**src/rtl/libiu.sv**
```systemverilog
// Shared reset-sequencer definitions: state encoding, default hold times and
// the per-state output decode used by rst_seq_ctrl.
package libiu;

  localparam int unsigned NTHREAD               = 32;
  localparam int unsigned RSTSEQ_LOCK_STABLE    = 16;
  localparam int unsigned RSTSEQ_DRAM_HOLD      = 32;
  localparam int unsigned RSTSEQ_CALIB_TIMEOUT  = 65536;
  localparam int unsigned RSTSEQ_CPU_HOLD       = NTHREAD + 20;

  typedef enum logic [2:0] {
    WAIT_LOCK  = 3'd0,
    DRAM_RST   = 3'd1,
    DRAM_CALIB = 3'd2,
    CPU_RST    = 3'd3,
    RUN        = 3'd4,
    ERR        = 3'd5
  } rstseq_state_type;

  typedef struct packed {
    logic cpu_rst;
    logic dram_rst;
    logic io_reset;
    logic ce_en;
    logic timeout_err;
  } rstseq_out_t;

  function automatic int unsigned rstseq_max4(input int unsigned a, input int unsigned b,
                                              input int unsigned c, input int unsigned d);
    int unsigned m;
    m = a;
    if (b > m) m = b;
    if (c > m) m = c;
    if (d > m) m = d;
    return m;
  endfunction

  function automatic rstseq_out_t rstseq_decode(input rstseq_state_type st);
    rstseq_out_t o;
    o = '{cpu_rst: 1'b1, dram_rst: 1'b1, io_reset: 1'b1, ce_en: 1'b0, timeout_err: 1'b0};
    unique case (st)
      WAIT_LOCK:  o = '{cpu_rst: 1'b1, dram_rst: 1'b1, io_reset: 1'b1, ce_en: 1'b0, timeout_err: 1'b0};
      DRAM_RST:   o = '{cpu_rst: 1'b1, dram_rst: 1'b1, io_reset: 1'b0, ce_en: 1'b0, timeout_err: 1'b0};
      DRAM_CALIB: o = '{cpu_rst: 1'b1, dram_rst: 1'b0, io_reset: 1'b0, ce_en: 1'b0, timeout_err: 1'b0};
      CPU_RST:    o = '{cpu_rst: 1'b1, dram_rst: 1'b0, io_reset: 1'b0, ce_en: 1'b1, timeout_err: 1'b0};
      RUN:        o = '{cpu_rst: 1'b0, dram_rst: 1'b0, io_reset: 1'b0, ce_en: 1'b1, timeout_err: 1'b0};
      ERR:        o = '{cpu_rst: 1'b1, dram_rst: 1'b1, io_reset: 1'b0, ce_en: 1'b0, timeout_err: 1'b1};
      default:    o = '{cpu_rst: 1'b1, dram_rst: 1'b1, io_reset: 1'b1, ce_en: 1'b0, timeout_err: 1'b0};
    endcase
    return o;
  endfunction

endpackage

```
**src/rtl/rstseq_sync2.sv**
```systemverilog
// Two-flop synchronizer with asynchronous active-low clear; output is 0
// while in reset so downstream logic sees "not locked / not calibrated".
module rstseq_sync2 (
  input  logic clk,
  input  logic rst_n,
  input  logic d_i,
  output logic q_o
);

  logic meta_q;
  logic sync_q;

  always_ff @(posedge clk or negedge rst_n) begin
    if (!rst_n) begin
      meta_q <= 1'b0;
      sync_q <= 1'b0;
    end else begin
      meta_q <= d_i;
      sync_q <= meta_q;
    end
  end

  assign q_o = sync_q;

endmodule

```
**src/rtl/rst_seq_ctrl.sv**
```systemverilog
// Power-up / warm reset sequencer: waits for stable clock lock, resets and
// calibrates DRAM, then releases the CPU; supports CPU-only and DRAM resets.
module rst_seq_ctrl
  import libiu::*;
#(
  parameter int unsigned LOCK_STABLE   = RSTSEQ_LOCK_STABLE,
  parameter int unsigned DRAM_HOLD     = RSTSEQ_DRAM_HOLD,
  parameter int unsigned CALIB_TIMEOUT = RSTSEQ_CALIB_TIMEOUT,
  parameter int unsigned CPU_HOLD      = RSTSEQ_CPU_HOLD
) (
  input  logic       clk,
  input  logic       rstn,
  input  logic       dcm_locked,
  input  logic       dram_calib_done,
  input  logic       cpurst_req,
  input  logic       dramrst_req,
  output logic       cpu_rst,
  output logic       dram_rst,
  output logic       io_reset,
  output logic       ce_en,
  output logic       timeout_err,
  output logic [2:0] seq_state
);

  localparam int unsigned CNT_MAX = rstseq_max4(LOCK_STABLE, DRAM_HOLD, CALIB_TIMEOUT, CPU_HOLD);
  localparam int unsigned CNT_W   = $clog2(CNT_MAX) + 1;

  // Each timed state lasts exactly N cycles: leave when the count entering
  // this edge is N-1 (count is 0 on the entry edge).
  localparam logic [CNT_W-1:0] LOCK_LAST  = CNT_W'(LOCK_STABLE - 1);
  localparam logic [CNT_W-1:0] DRAM_LAST  = CNT_W'(DRAM_HOLD - 1);
  localparam logic [CNT_W-1:0] CALIB_LAST = CNT_W'(CALIB_TIMEOUT - 1);
  localparam logic [CNT_W-1:0] CPU_LAST   = CNT_W'(CPU_HOLD - 1);

  logic             lock_s;
  logic             calib_s;
  rstseq_state_type state_q, state_d;
  logic [CNT_W-1:0] cnt_q, cnt_d;
  rstseq_out_t      out_q, out_d;

  rstseq_sync2 u_sync_lock (
    .clk   (clk),
    .rst_n (rstn),
    .d_i   (dcm_locked),
    .q_o   (lock_s)
  );

  rstseq_sync2 u_sync_calib (
    .clk   (clk),
    .rst_n (rstn),
    .d_i   (dram_calib_done),
    .q_o   (calib_s)
  );

  always_comb begin
    state_d = state_q;
    unique case (state_q)
      WAIT_LOCK: begin
        if (lock_s && (cnt_q >= LOCK_LAST)) state_d = DRAM_RST;
      end
      DRAM_RST: begin
        if (cnt_q >= DRAM_LAST) state_d = DRAM_CALIB;
      end
      DRAM_CALIB: begin
        if (calib_s)                    state_d = CPU_RST;
        else if (cnt_q >= CALIB_LAST)   state_d = ERR;
      end
      CPU_RST: begin
        if (cnt_q >= CPU_LAST) state_d = RUN;
      end
      RUN: begin
        if (dramrst_req)     state_d = DRAM_RST;
        else if (cpurst_req) state_d = CPU_RST;
      end
      ERR: begin
        if (dramrst_req) state_d = DRAM_RST;
      end
      default: state_d = WAIT_LOCK;
    endcase

    // Loss of lock overrides every other transition.
    if ((state_q != WAIT_LOCK) && !lock_s) state_d = WAIT_LOCK;
  end

  // Requests only act from RUN/ERR and always leave them, so every entry or
  // re-entry shows up as a state change.
  always_comb begin
    cnt_d = cnt_q;
    if (state_d != state_q)                      cnt_d = '0;
    else if ((state_q == WAIT_LOCK) && !lock_s)  cnt_d = '0;
    else if (cnt_q != '1)                        cnt_d = cnt_q + 1'b1;
  end

  always_comb begin
    out_d = rstseq_decode(state_d);
  end

  always_ff @(posedge clk or negedge rstn) begin
    if (!rstn) begin
      state_q <= WAIT_LOCK;
      cnt_q   <= '0;
      out_q   <= rstseq_decode(WAIT_LOCK);
    end else begin
      state_q <= state_d;
      cnt_q   <= cnt_d;
      out_q   <= out_d;
    end
  end

  assign cpu_rst     = out_q.cpu_rst;
  assign dram_rst    = out_q.dram_rst;
  assign io_reset    = out_q.io_reset;
  assign ce_en       = out_q.ce_en;
  assign timeout_err = out_q.timeout_err;
  assign seq_state   = state_q;

endmodule

```
**config.mk**
```make
export PLATFORM = sky130hd
export DESIGN_NAME = rst_seq_ctrl
export DESIGN_NICKNAME = d
export VERILOG_FILES = /design/src/rtl/libiu.sv /design/src/rtl/rstseq_sync2.sv /design/src/rtl/rst_seq_ctrl.sv
export SDC_FILE = /design/constraint.sdc
export NUM_CORES = 1
export LEC_CHECK = 0
export CAP_MARGIN = 15
export CORE_ASPECT_RATIO = 0.9
export CORE_MARGIN = 4
export CORE_UTILIZATION = 50
export CTS_BUF_LIST = sky130_fd_sc_hd__clkbuf_2 sky130_fd_sc_hd__clkbuf_4 sky130_fd_sc_hd__clkbuf_8
export DETAILED_ROUTE_END_ITERATION = 16
export GPL_ROUTABILITY_DRIVEN = 0
export PLACE_DENSITY_LB_ADDON = 0.3
export SLEW_MARGIN = 0
export SYNTH_ARGS = -nofsm -noshare
export SYNTH_HDL_FRONTEND = slang
export SYNTH_SLANG_ARGS = --single-unit
```
**constraint.sdc**
```tcl
create_clock -name clk -period 3 [get_ports clk]
set_input_delay 0.75 -clock clk [delete_from_list [all_inputs] [get_ports clk]]
set_output_delay 0.75 -clock clk [all_outputs]
set_load 0.02 [all_outputs]
```
==> impl_metrics.tcl <==
set metrics [dict create \
    p_leak_nw 0.795 \
    crit_chain "nand3_1 > or2_1 > nor4_2 > ha_1 > nor3_1 > o22ai_1 > o21bai_1 > o32ai_1 > a31oi_4 > buf_4 > nor4_1" \
    synth.top_cells.by_area "sky130_fd_sc_hd__dfrtp_1 (38%), sky130_fd_sc_hd__nor4_1 (6.6%), sky130_fd_sc_hd__dfstp_2 (4.6%)" \
    clk_pin_slew_worst_paths_ns 0.07 \
    final_hpwl_from_detailed_placement_um 2860 \
    mostFrequentLayoutCells "sky130_fd_sc_hd__dfrtp_1 (26), sky130_fd_sc_hd__nor4_1 (17), sky130_fd_sc_hd__nor2_1 (13), sky130_fd_sc_hd__clkdlybuf4s50_1 (13), sky130_fd_sc_hd__nor3_1 (12)" \
    report.power.total_mw 1.28 \
    timing_worst_slew_pin_value_ns 0.458 \
    placement_rows 19 \
    placement.setup.worst_slack_ns 0.187 \
    register_area_um2 729 \
    path_delay_family "simple AND/OR/NAND/NOR gates" \
    wl_per_cell_um 16.3 \
    unrepaired_setup_endpoints_after_global_routing "false" \
    yosys.area.top_type "sky130_fd_sc_hd__dfrtp_1" \
    antenna_found_initial 0 \
    cts-resized-gates 0 \
    multi_input_comb_area_um2 925 \
    initial_utilization 0.540 \
    data_arrival_time_at_the_worst_slack_endpoint_ns 2.93 \
    whs_path_depth 0 \
    layout.cells.most_common "sky130_fd_sc_hd__dfrtp_1" \
    post-route-period-util 0.923 \
    maximum_ir_drop_on_the_vdd_rail_uv 578 \
    num_antenna_cells 0 \
    holdCritPathClass "reg -> reg" \
    skew_final_ns 0.00931 \
    fin_util 0.641 \
    number_of_global_route_vias_before_repair 1401 \
    grt-ovfl-total 0 \
    power_per_unit_of_standard_cell_area_mw_per_mm2 633 \
    critPathSlowestCell "sky130_fd_sc_hd__dfrtp_1" \
    synth_area_per_cell_um2 9.49 \
    fill_cells 264 \
    routed-via-count 1530 \
    global_route.usage.total 0.192 \
    asyncSetResetFlopFracSynth 1.00 \
    syn2layout_area_growth_pct 18.6 \
    timing_worst_setup_path_type "reg -> reg" \
    grt_max_degree 30 \
    fp.dieW_um 69.6 \
    detailedRoute.firstIterationViolations 159 \
    setup_violations 0 \
    layout_setup_ws_ns 0.230 \
    wl_um 4010 \
    synth.net_count 189 \
    core_area_mm2 0.00316 \
    first_pass_iteration_count_of_the_detailed_router 4 \
    global_route_wire_length_before_repair_um 6640 \
    maxClockFrequency_mhz 361 \
    tritoncts "done" \
    timing.final.max_slew_violations 0 \
    synth_seq_area_share 0.427 \
    hold_buffers 0 \
    synth_top_cell_area_share 0.381 \
    detail_route.drc_violations 0 \
    clkSinkCount 29 \
    setup-tns-final_ns 0 \
    cts_max_level 2 \
    final_nets 212 \
    reg2reg_depth 11 \
    clock-root-buffer "sky130_fd_sc_hd__clkbuf_8" \
    portBuffers 13 \
    report.final.hold_viol_count 0 \
    die_height_um 63.4 \
    max-slew-margin-rel 0.691 \
    floorplan.io_pins 14 \
    netlist-cell-type-count 50 \
    clk-insertion-delay-late_ns 0.29 \
    die_area_mm2 0.00442 \
    synthesized_netlist_cell_count 180 \
    drt-vias-per-instance 6.22 \
    yosys_warnings 0 \
    ys_seq_elements 29 \
    timing.critical_path.buf_inv 1 \
    synth-edff-count 0 \
    primary_flip_flop_cell_chosen_by_synthesis_mapping "sky130_fd_sc_hd__dfrtp_1" \
    max_cap_viol_count 0 \
    drive_gt1_frac 0.152 \
    worst-endpoint-required_ns 3.16 \
    critical_path.max_fanout 17 \
    critical_path_cell_count 11 \
    worstSetupStartpointType "flop" \
    cts-buffers-inserted 5 \
    max_stage_delay_ns 0.44 \
    post_cts_buffers 0 \
    final_period_minus_worst_setup_slack_ns 2.77 \
    hold_ws_ns 0.348 \
    drtAntennaViolNets 0 \
    maximum_clock_insertion_buffer_count 2 \
    outcome "finished clean" \
    endpoint_kind "flop" \
    post_synth_instance_area_mm2 0.00171 \
]
-- routing by layer --
metal,routed length (um),vias to the layer above,track usage
met5,0,-,0
met4,97,0,0.0805
met3,338,13,0.0668
met2,1790,80,0.277
met1,1780,719,0.261
li1,-,718,-
-- logic make-up after synthesis --
group	after synthesis	share of synthesized area
simple gates	88	0.295
compound gates	31	0.138
flops	29	0.427
xor+xnor	15	0.0769
buf+inv	13	0.0352
fa+ha+maj	3	0.0220
mux	1	0.00586
-- power breakdown --
part           total, mW  switching [mW]  internal, mW
Clock              0.325           0.163         0.162
Combinational      0.475           0.286         0.189
Sequential         0.482          0.0461         0.436
-- flip-flops by register name (all words and copies together) (netlist names) --
register / cells
cnt_q: 17
dram_rst: 1
u_sync_calib.meta_q: 1
seq_state: 3
cpu_rst: 1
timeout_err: 1
io_reset: 1
u_sync_lock.q_o: 1
u_sync_calib.q_o: 1
ce_en: 1
u_sync_lock.meta_q: 1
-- path summary, 6_finish.rpt --
path	from	to	slack, ns
max	cnt_q[5]	cnt_q[15]	0.23
min	u_sync_lock.meta_q	u_sync_lock.q_o	0.35
max reg2reg	cnt_q[5]	cnt_q[15]	0.23
min reg2reg	u_sync_lock.meta_q	u_sync_lock.q_o	0.35
max in group asynchronous	rstn	io_reset	1.86
min in group asynchronous	rstn	cnt_q[14]	0.84
-- cell usage after synthesis, types with 3 or more instances --
cell type                  count
sky130_fd_sc_hd__a21oi_1       6
sky130_fd_sc_hd__dfstp_2       3
sky130_fd_sc_hd__xor2_1        6
sky130_fd_sc_hd__ha_1          3
sky130_fd_sc_hd__nand4_1       5
sky130_fd_sc_hd__nand2_1      11
sky130_fd_sc_hd__inv_1         6
sky130_fd_sc_hd__nor3_1       12
sky130_fd_sc_hd__nor4_1       18
sky130_fd_sc_hd__nor2_1       13
sky130_fd_sc_hd__nor3b_1       4
sky130_fd_sc_hd__nand3_1       8
sky130_fd_sc_hd__o21ai_0       3
sky130_fd_sc_hd__buf_2         3
sky130_fd_sc_hd__xnor2_1       9
sky130_fd_sc_hd__nor2b_1       3
sky130_fd_sc_hd__dfrtp_1      26
sky130_fd_sc_hd__nand2b_1      3
-- through the flow --
step / instances / cell area [um^2]
after floorplan: 180 / 1710
after global placement: 238 / 1930
after detailed placement: 238 / 1930
after CTS: 246 / 2020
after global routing: 246 / 2030
final: 246 / 2030
-- final cells by class --
type,instances,area share
Clock inverter,3,0.0111
Timing Repair Buffer,23,0.101
Inverter,6,0.0111
Clock buffer,5,0.0340
Tap cell,42,0.0259
Sequential cell,29,0.360
Multi-Input combinational cell,138,0.456
Note: power is estimated with default switching activity, not from simulation.
